**src/rtl/mem_map_pkg.sv**
```systemverilog
// Shared types and defaults for the MIPS memory-map controller.
// Holds the region and FSM encodings, default base addresses and the wait-counter width.
package mem_map_pkg;

  typedef enum logic [1:0] {
    REG_NONE,
    REG_ROM,
    REG_RAM
  } region_t;

  typedef enum logic [1:0] {
    IDLE,
    ACCESS,
    RESP
  } state_t;

  localparam logic [31:0] ROM_BASE_DEF = 32'h0040_0000;
  localparam logic [31:0] RAM_BASE_DEF = 32'h1001_0000;
  localparam int          WAIT_W       = 4;

endpackage

```
**src/rtl/mem_map_decode.sv**
```systemverilog
// Combinational address decoder: classifies a byte address as ROM, RAM or unmapped.
// Also flags misalignment and ROM writes, and returns the byte offset from the hit region's base.
module mem_map_decode
  import mem_map_pkg::*;
#(
  parameter int                   BIT_WIDTH = 32,
  parameter logic [BIT_WIDTH-1:0] ROM_BASE  = BIT_WIDTH'(ROM_BASE_DEF),
  parameter logic [BIT_WIDTH-1:0] RAM_BASE  = BIT_WIDTH'(RAM_BASE_DEF),
  parameter int                   ROM_DEPTH = 256,
  parameter int                   RAM_DEPTH = 256
) (
  input  logic [BIT_WIDTH-1:0] addr,
  input  logic                 write,
  output region_t              region,
  output logic                 error,
  output logic [BIT_WIDTH-1:0] offset
);

  // Limits carry one extra bit so a region ending at the top of the address space cannot wrap.
  localparam logic [BIT_WIDTH:0] ROM_LO = {1'b0, ROM_BASE};
  localparam logic [BIT_WIDTH:0] ROM_HI = ROM_LO + (BIT_WIDTH+1)'(4 * ROM_DEPTH);
  localparam logic [BIT_WIDTH:0] RAM_LO = {1'b0, RAM_BASE};
  localparam logic [BIT_WIDTH:0] RAM_HI = RAM_LO + (BIT_WIDTH+1)'(4 * RAM_DEPTH);

  logic [BIT_WIDTH:0] addr_x;
  logic               rom_hit;
  logic               ram_hit;

  assign addr_x  = {1'b0, addr};
  assign rom_hit = (addr_x >= ROM_LO) && (addr_x < ROM_HI);
  assign ram_hit = (addr_x >= RAM_LO) && (addr_x < RAM_HI);

  always_comb begin
    // NOTE: every output gets a default first so no path through this block can infer a latch.
    region = REG_NONE;
    offset = '0;
    if (rom_hit) begin
      region = REG_ROM;
      offset = addr - ROM_BASE;
    end else if (ram_hit) begin
      region = REG_RAM;
      offset = addr - RAM_BASE;
    end
    error = (addr[1:0] != 2'b00) || (region == REG_NONE) || ((region == REG_ROM) && write);
  end

endmodule

```
**src/rtl/mem_map_ctrl.sv**
```systemverilog
// Memory-map controller: sequences one ROM/RAM access at a time through IDLE/ACCESS/RESP
// with per-region wait states, a one-cycle Ready pulse and bus-error reporting.
module mem_map_ctrl
  import mem_map_pkg::*;
#(
  parameter int                   BIT_WIDTH = 32,
  parameter logic [BIT_WIDTH-1:0] ROM_BASE  = BIT_WIDTH'(ROM_BASE_DEF),
  parameter logic [BIT_WIDTH-1:0] RAM_BASE  = BIT_WIDTH'(RAM_BASE_DEF),
  parameter int                   ROM_DEPTH = 256,
  parameter int                   RAM_DEPTH = 256,
  parameter int                   ROM_WAIT  = 1,
  parameter int                   RAM_WAIT  = 0
) (
  input  logic                         clk,
  input  logic                         rst_n,
  input  logic                         Req_in,
  input  logic                         Write_in,
  input  logic [BIT_WIDTH-1:0]         Address_in,
  input  logic [BIT_WIDTH-1:0]         Write_Data_in,
  output logic [BIT_WIDTH-1:0]         Read_Data_out,
  output logic                         Ready_out,
  output logic                         Error_out,
  output logic                         Busy_out,
  output logic [$clog2(ROM_DEPTH)-1:0] Rom_Index_out,
  input  logic [BIT_WIDTH-1:0]         Rom_Data_in,
  output logic [$clog2(RAM_DEPTH)-1:0] Ram_Index_out,
  input  logic [BIT_WIDTH-1:0]         Ram_Data_in,
  output logic [BIT_WIDTH-1:0]         Ram_Write_Data_out,
  output logic                         Ram_We_out
);

  localparam int ROM_IW = $clog2(ROM_DEPTH);
  localparam int RAM_IW = $clog2(RAM_DEPTH);

  region_t              dec_region;
  logic                 dec_error;
  logic [BIT_WIDTH-1:0] dec_offset;

  state_t               state;
  logic [WAIT_W-1:0]    count;
  logic                 write_q;
  region_t              region_q;

  mem_map_decode #(
    .BIT_WIDTH (BIT_WIDTH),
    .ROM_BASE  (ROM_BASE),
    .RAM_BASE  (RAM_BASE),
    .ROM_DEPTH (ROM_DEPTH),
    .RAM_DEPTH (RAM_DEPTH)
  ) u_decode (
    .addr   (Address_in),
    .write  (Write_in),
    .region (dec_region),
    .error  (dec_error),
    .offset (dec_offset)
  );

  assign Busy_out = (state != IDLE);

  // The strobe is combinational so the array writes on the edge that closes the last ACCESS cycle.
  assign Ram_We_out = (state == ACCESS) && (count == '0) && write_q && (region_q == REG_RAM);

  always_ff @(posedge clk or negedge rst_n) begin
    if (!rst_n) begin
      state              <= IDLE;
      count              <= '0;
      write_q            <= 1'b0;
      region_q           <= REG_NONE;
      Read_Data_out      <= '0;
      Ready_out          <= 1'b0;
      Error_out          <= 1'b0;
      Rom_Index_out      <= '0;
      Ram_Index_out      <= '0;
      Ram_Write_Data_out <= '0;
    end else begin
      // NOTE: sequential state uses non-blocking assignments so every flop samples pre-edge values.
      Ready_out <= 1'b0;
      Error_out <= 1'b0;
      case (state)
        IDLE: begin
          if (Req_in) begin
            write_q            <= Write_in;
            region_q           <= dec_region;
            Ram_Write_Data_out <= Write_Data_in;
            Rom_Index_out      <= dec_offset[ROM_IW+1:2];
            Ram_Index_out      <= dec_offset[RAM_IW+1:2];
            if (dec_error) begin
              state     <= RESP;
              Ready_out <= 1'b1;
              Error_out <= 1'b1;
              if (!Write_in) Read_Data_out <= '0;
            end else begin
              state <= ACCESS;
              count <= (dec_region == REG_ROM) ? WAIT_W'(ROM_WAIT) : WAIT_W'(RAM_WAIT);
            end
          end
        end
        ACCESS: begin
          if (count != '0) begin
            count <= count - 1'b1;
          end else begin
            if (!write_q) Read_Data_out <= (region_q == REG_ROM) ? Rom_Data_in : Ram_Data_in;
            state     <= RESP;
            Ready_out <= 1'b1;
          end
        end
        RESP:    state <= IDLE;
        default: state <= IDLE;
      endcase
    end
  end

endmodule

```
**config.mk**
```make
export PLATFORM = sky130hd
export DESIGN_NAME = mem_map_ctrl
export DESIGN_NICKNAME = d
export VERILOG_FILES = /design/src/rtl/mem_map_pkg.sv /design/src/rtl/mem_map_decode.sv /design/src/rtl/mem_map_ctrl.sv
export SDC_FILE = /design/constraint.sdc
export NUM_CORES = 1
export LEC_CHECK = 0
export ABC_CLOCK_PERIOD_IN_PS = 2250
export CORE_MARGIN = 2
export CORE_UTILIZATION = 45
export CTS_CLUSTER_SIZE = 20
export DETAILED_ROUTE_END_ITERATION = 12
export PLACE_DENSITY = 0.87
export SLEW_MARGIN = 20
export SYNTH_ARGS = -nofsm -noshare
export SYNTH_HDL_FRONTEND = slang
export SYNTH_HIERARCHICAL = 1
export SYNTH_SLANG_ARGS = --single-unit
```
**constraint.sdc**
```tcl
create_clock -name clk -period 2.25 [get_ports clk]
set_input_delay 0.225 -clock clk [delete_from_list [all_inputs] [get_ports clk]]
set_output_delay 0.225 -clock clk [all_outputs]
set_load 0.03 [all_outputs]
```
# Word-level counts from Yosys, hierarchy flattened
# Index checks and enable logic that the tools add are counted.
# word_totals
output_inout_bits	84
ff_bits	83
# op_classes
add_sub_neg	3
reduce_logical	19
mux	25
eq_ne	11
order_cmp	4
# ops
cell	n
32-bit two-way mux	6
32-bit case mux with 2 select lines	1
32-bit by 23-bit greater-or-equal comparator with 1-bit output, second input constant	1
32-bit by 29-bit greater-or-equal comparator with 1-bit output, second input constant	1
32-bit by 23-bit < comparator with 1-bit output, second input constant	1
32-bit by 29-bit < comparator with 1-bit output, second input constant	1
10-bit two-way mux	2
10-bit by 1-bit subtractor with 10-bit output, second input constant	2
4-bit two-way mux	3
2-bit != test, second input constant	6
2-bit two-way mux	5
4-bit case mux with 2 select lines	1
2-bit by 1-bit equality test with 1-bit output, second input constant	3
1-bit logical AND	6
6-bit AND reduction	1
2-bit nonzero test	3
1-bit two-way mux	5
2-bit zero test	2
4-bit zero test	1
2-bit case mux with 2 select lines	1
2-bit AND reduction	2
4-bit AND reduction	1
4-bit nonzero test	1
4-bit by 1-bit subtractor with 4-bit output, second input constant	1
other kinds (4)	5

# Logic depth before layout (Yosys ltp)
# logic_depth
ltp_word	10
ltp_mapped	12
mapped_depth_nobuf	11

# Hierarchy
# Netlist, hierarchy kept.
# modules_own_cells
mod	area_per_inst_um2	n_inst	cells_each
mem_map_ctrl	3822.4	1	289
mem_map_decode	760.7	1	106

# Least setup slack after synthesis
# No wires, ideal clock.
# synth_path
kind	input-to-reg
startpoint	input Address_in[17]
endpoint	register Read_Data_out[0]
path_stages	10
arrival_ns	2.347
n_path_buf	1
setup_slack_ns	-0.242
setup_ns	0.145
cell_sequence	inv_1 ha_1 or3b_1 o21ai_1 o2111ai_2 o32ai_1 nand2_1 a32oi_4 buf_6 o31ai_2
# synth_via
elab_chain_len	9
word_cells_on_any_way	15
cone_classes	order compare: 4; eq/ne: 2; mux: 2; reduce/logical: 7
# synth_rtl
item	line	source
start, declared	mem_map_ctrl.sv:18	input logic [BIT_WIDTH-1:0] Address_in,
32-bit by 29-bit greater-or-equal comparator with 1-bit output / 32-bit by 29-bit < comparator with 1-bit output (equally long branches)	mem_map_decode.sv:31	assign ram_hit = (addr_x >= RAM_LO) && (addr_x < RAM_HI);
1-bit logical AND	mem_map_decode.sv:31	
2-bit two-way mux	mem_map_decode.sv:40	end else if (ram_hit) begin
2-bit two-way mux (*)	mem_map_decode.sv:37	if (rom_hit) begin
2-bit by 1-bit equality test with 1-bit output / 2-bit zero test (equally long branches)	mem_map_decode.sv:44	error = (addr[1:0] != 2'b00) || (region == REG_NONE) || ((region == REG_ROM) && write);
1-bit logical AND / 1-bit logical OR (equally long branches)	mem_map_decode.sv:44	
1-bit logical OR (*)	mem_map_decode.sv:44	
net dec_error	mem_map_ctrl.sv:36	logic dec_error;
2-bit != test (no source line) (*)	n/a	
6-bit AND reduction (no source line) (*)	n/a	
end signal, assigned	mem_map_ctrl.sv:102	if (!write_q) Read_Data_out <= (region_q == REG_ROM) ? Rom_Data_in : Ram_Data_in;
end, declared	mem_map_ctrl.sv:20	output logic [BIT_WIDTH-1:0] Read_Data_out,
# The timed path passes the listed nets; every way through them passes the cells marked *.
# A chain may end at the register's enable or synchronous reset.

# Final worst setup path
# layout_path
startpoint	input Address_in[31]
endpoint	register Read_Data_out[8]
# Same word-level chain as after synthesis.

==> metrics.txt <==
# TYPE chip_impl_metric gauge
chip_impl_info{name="run_status",value="complete, no violations"} 1
chip_impl_metric{name="drt_first_iter_violations",unit=""} 91
chip_impl_metric{name="synthesis.area",unit="µm²"} 4308
chip_impl_metric{name="start_util",unit="%"} 46.40
chip_impl_metric{name="drt-total-wl",unit="mm"} 13.92
chip_impl_metric{name="postSynthCellCount",unit=""} 355
chip_impl_metric{name="ys_warn_count",unit=""} 6
chip_impl_metric{name="layout_worst_path_cycle_share",unit="%"} 98.95
chip_impl_metric{name="grt_util_all_layers",unit="%"} 24.23
chip_impl_metric{name="boundaryPins",unit=""} 216
chip_impl_metric{name="clock_path_buffers",unit=""} 2
chip_impl_metric{name="grt_pass1_wl",unit="mm"} 19.55
chip_impl_info{name="cts.root.buffer_cell",value="clkbuf_8"} 1
chip_impl_info{name="cts_tree",value="built"} 1
chip_impl_info{name="crit_slowest_cell",value="clkdlybuf4s50_1"} 1
chip_impl_info{name="crit_type",value="in2reg"} 1
chip_impl_metric{name="total_power",unit="µW"} 3757
chip_impl_metric{name="gpl_wtd_cong",unit=""} 0.8843
chip_impl_metric{name="cts_made_buffers",unit=""} 9
chip_impl_metric{name="setup-tns-final",unit="ps"} 0
chip_impl_metric{name="power-per-cell-area",unit="nW/µm²"} 510.2
chip_impl_metric{name="critical_path.max_fanout",unit=""} 8
chip_impl_info{name="mostFrequentLayoutCell",value="clkdlybuf4s50_1"} 1
chip_impl_metric{name="final_period_minus_worst_setup_slack",unit="ps"} 2226
chip_impl_metric{name="portBuffers",unit=""} 215
chip_impl_metric{name="max_freq",unit="MHz"} 449.2
chip_impl_metric{name="overflow",unit=""} 0
chip_impl_metric{name="cts.clk_slew.worst_paths",unit="ps"} 90
chip_impl_metric{name="detail_route.wl_per_cell",unit="µm"} 19.06
chip_impl_metric{name="vias_per_cell",unit=""} 5.245
chip_impl_metric{name="dieWidth",unit="µm"} 101.8
chip_impl_metric{name="antenna_violating_nets_post_route",unit=""} 0
chip_impl_metric{name="timing.critical_path.arrival",unit="ps"} 2490
chip_impl_metric{name="critPathRequiredTime",unit="ps"} 2510
chip_impl_info{name="worstSetupEndpointType",value="register"} 1
chip_impl_metric{name="antenna_found_initial",unit=""} 0
chip_impl_metric{name="fin_hold_viols",unit=""} 0
chip_impl_metric{name="final-setup-viol-count",unit=""} 0
chip_impl_metric{name="vias_in_the_first_global_route",unit=""} 3969
chip_impl_metric{name="syn-num-nets",unit=""} 495
chip_impl_info{name="worstHoldPathType",value="in2async"} 1
chip_impl_metric{name="detail_route.first_pass.iterations",unit=""} 4
chip_impl_info{name="most-common-layout-cells",value="184 x clkdlybuf4s50_1, 83 x dfrtp_1, 43 x mux2_2"} 1
chip_impl_metric{name="ant_cells",unit=""} 0
chip_impl_metric{name="synthToLayoutAreaGrowth",unit="%"} 70.93
chip_impl_metric{name="fp.coreArea",unit="µm²"} 9284
chip_impl_metric{name="vert_die_dim",unit="µm"} 101.8
chip_impl_metric{name="largest_net_degree_at_the_start_of_global_routing",unit=""} 55
chip_impl_metric{name="row_count",unit=""} 35
chip_impl_info{name="worstPathCellList",value="clkdlybuf4s50_1, nor4_2, buf_4, o2111ai_2, o32ai_2, nand2_2, a32oi_4, buf_12, buf_16, nand2_1, o31ai_2"} 1
chip_impl_metric{name="clock_network_latency_to_the_later_pin_of_the_worst_skew_pair",unit="ps"} 350
chip_impl_metric{name="finish.utilization",unit="%"} 79.31
chip_impl_metric{name="synth.avg_cell_area",unit="µm²"} 12.13
chip_impl_metric{name="die_area",unit="µm²"} 10370
chip_impl_metric{name="clock-skew-final",unit="ps"} 13.06
chip_impl_metric{name="timing.final.max_slew_violations",unit=""} 0
chip_impl_metric{name="leakage",unit="µW"} 0.003084
chip_impl_metric{name="worst_tran_pin_value",unit="ps"} 568.6
chip_impl_metric{name="fin_nets",unit=""} 736
chip_impl_metric{name="routed-via-count",unit=""} 3829
chip_impl_metric{name="clock_sink_count",unit=""} 83
chip_impl_info{name="crit_path_start_kind",value="input pin"} 1
chip_impl_metric{name="drc",unit=""} 0
chip_impl_metric{name="h-tree-depth",unit=""} 3
chip_impl_metric{name="cp_slowest_stage_delay",unit="ps"} 460
chip_impl_metric{name="max-slew-margin-rel",unit="%"} 62.09
chip_impl_metric{name="final_layout_size_suffix_gt1_share",unit="%"} 29.95
chip_impl_metric{name="highest_ir_drop_seen_on_vdd",unit="mV"} 0.3073
chip_impl_metric{name="drv.max_cap_violation_count",unit=""} 0
chip_impl_metric{name="dp.final_hpwl",unit="mm"} 9.275
-- metal layers --
metal  track usage [%]  routed length (µm)  up-vias
met5                 0                   0        -
met4             8.821                 434        0
met3             4.036                 735       33
met2             46.10                7679      138
met1             27.04                5067     1897
li1                  -                   -     1761
-- registers in the layout, indices dropped and copies added (netlist names) --
| signal | flops |
|---|---|
| write_q | 1 |
| count | 4 |
| Ram_Write_Data_out | 32 |
| Error_out | 1 |
| region_q | 2 |
| Ram_Index_out | 8 |
| Read_Data_out | 32 |
| state | 2 |
| Ready_out | 1 |
-- power breakdown --
| part | switching (µW) | internal, µW | leakage, µW |
|---|---|---|---|
| sequential | 55.2 | 1590 | 0.00107 |
| combinational | 457 | 522 | 0.00191 |
| clock | 559 | 578 | 0.000109 |
| total | 1070 | 2690 | 0.00308 |
-- worst max-delay path, delay by kind of cell --
family,cells,cell delay [ps]
simple gates,3,510
compound gates,4,750
buf+inv,4,990
-- worst paths after layout --
kind / from / end / slack (ps) / cells past startpoint
hold reg to reg: Read_Data_out[12] / Read_Data_out[12] / 480 / 2
setup / recovery: Address_in[31] / Read_Data_out[8] / 20 / 11
setup reg to reg: count[0] / Read_Data_out[17] / 390 / 7
min in group clk: Address_in[2] / Ram_Index_out[0] / 340 / 3
max in group asynchronous: rst_n / Ram_Index_out[6] / 1260 / 3
hold / removal: rst_n / Read_Data_out[4] / 340 / 2
-- layout make-up --
type / count / area [µm²]
flip-flops and latches: 83 / 2077
fillers: 585 / 1921
multi-input cells: 226 / 2191
clock buffers: 11 / 151.4
inverters: 12 / 45.04
well taps: 129 / 161.4
clock inverters: 5 / 61.31
repair buffers: 264 / 2676
-- repair_timing --
action                                  in CTS  in global routing
resized for setup                           59                 37
pin swaps                                   17                 19
hold buffers                                 1                  0
setup buffers                                5                  6
hold endpoints to repair                    29                  0
cloned                                       4                  3
endpoints found under the setup margin      38                 37
-- stage by stage --
stage,cells,worst slack [ps],hold slack [ps],area [µm²]
after floorplan,355,-102.9,-70.59,4308
after global placement,695,-540.1,177.1,6653
after detailed placement,695,-743.4,187.2,6653
after CTS,721,-0.4181,347.0,7128
after global routing,730,-82.60,337.6,7363
final,730,23.60,338.1,7363
(Power assumes the default switching activity.)
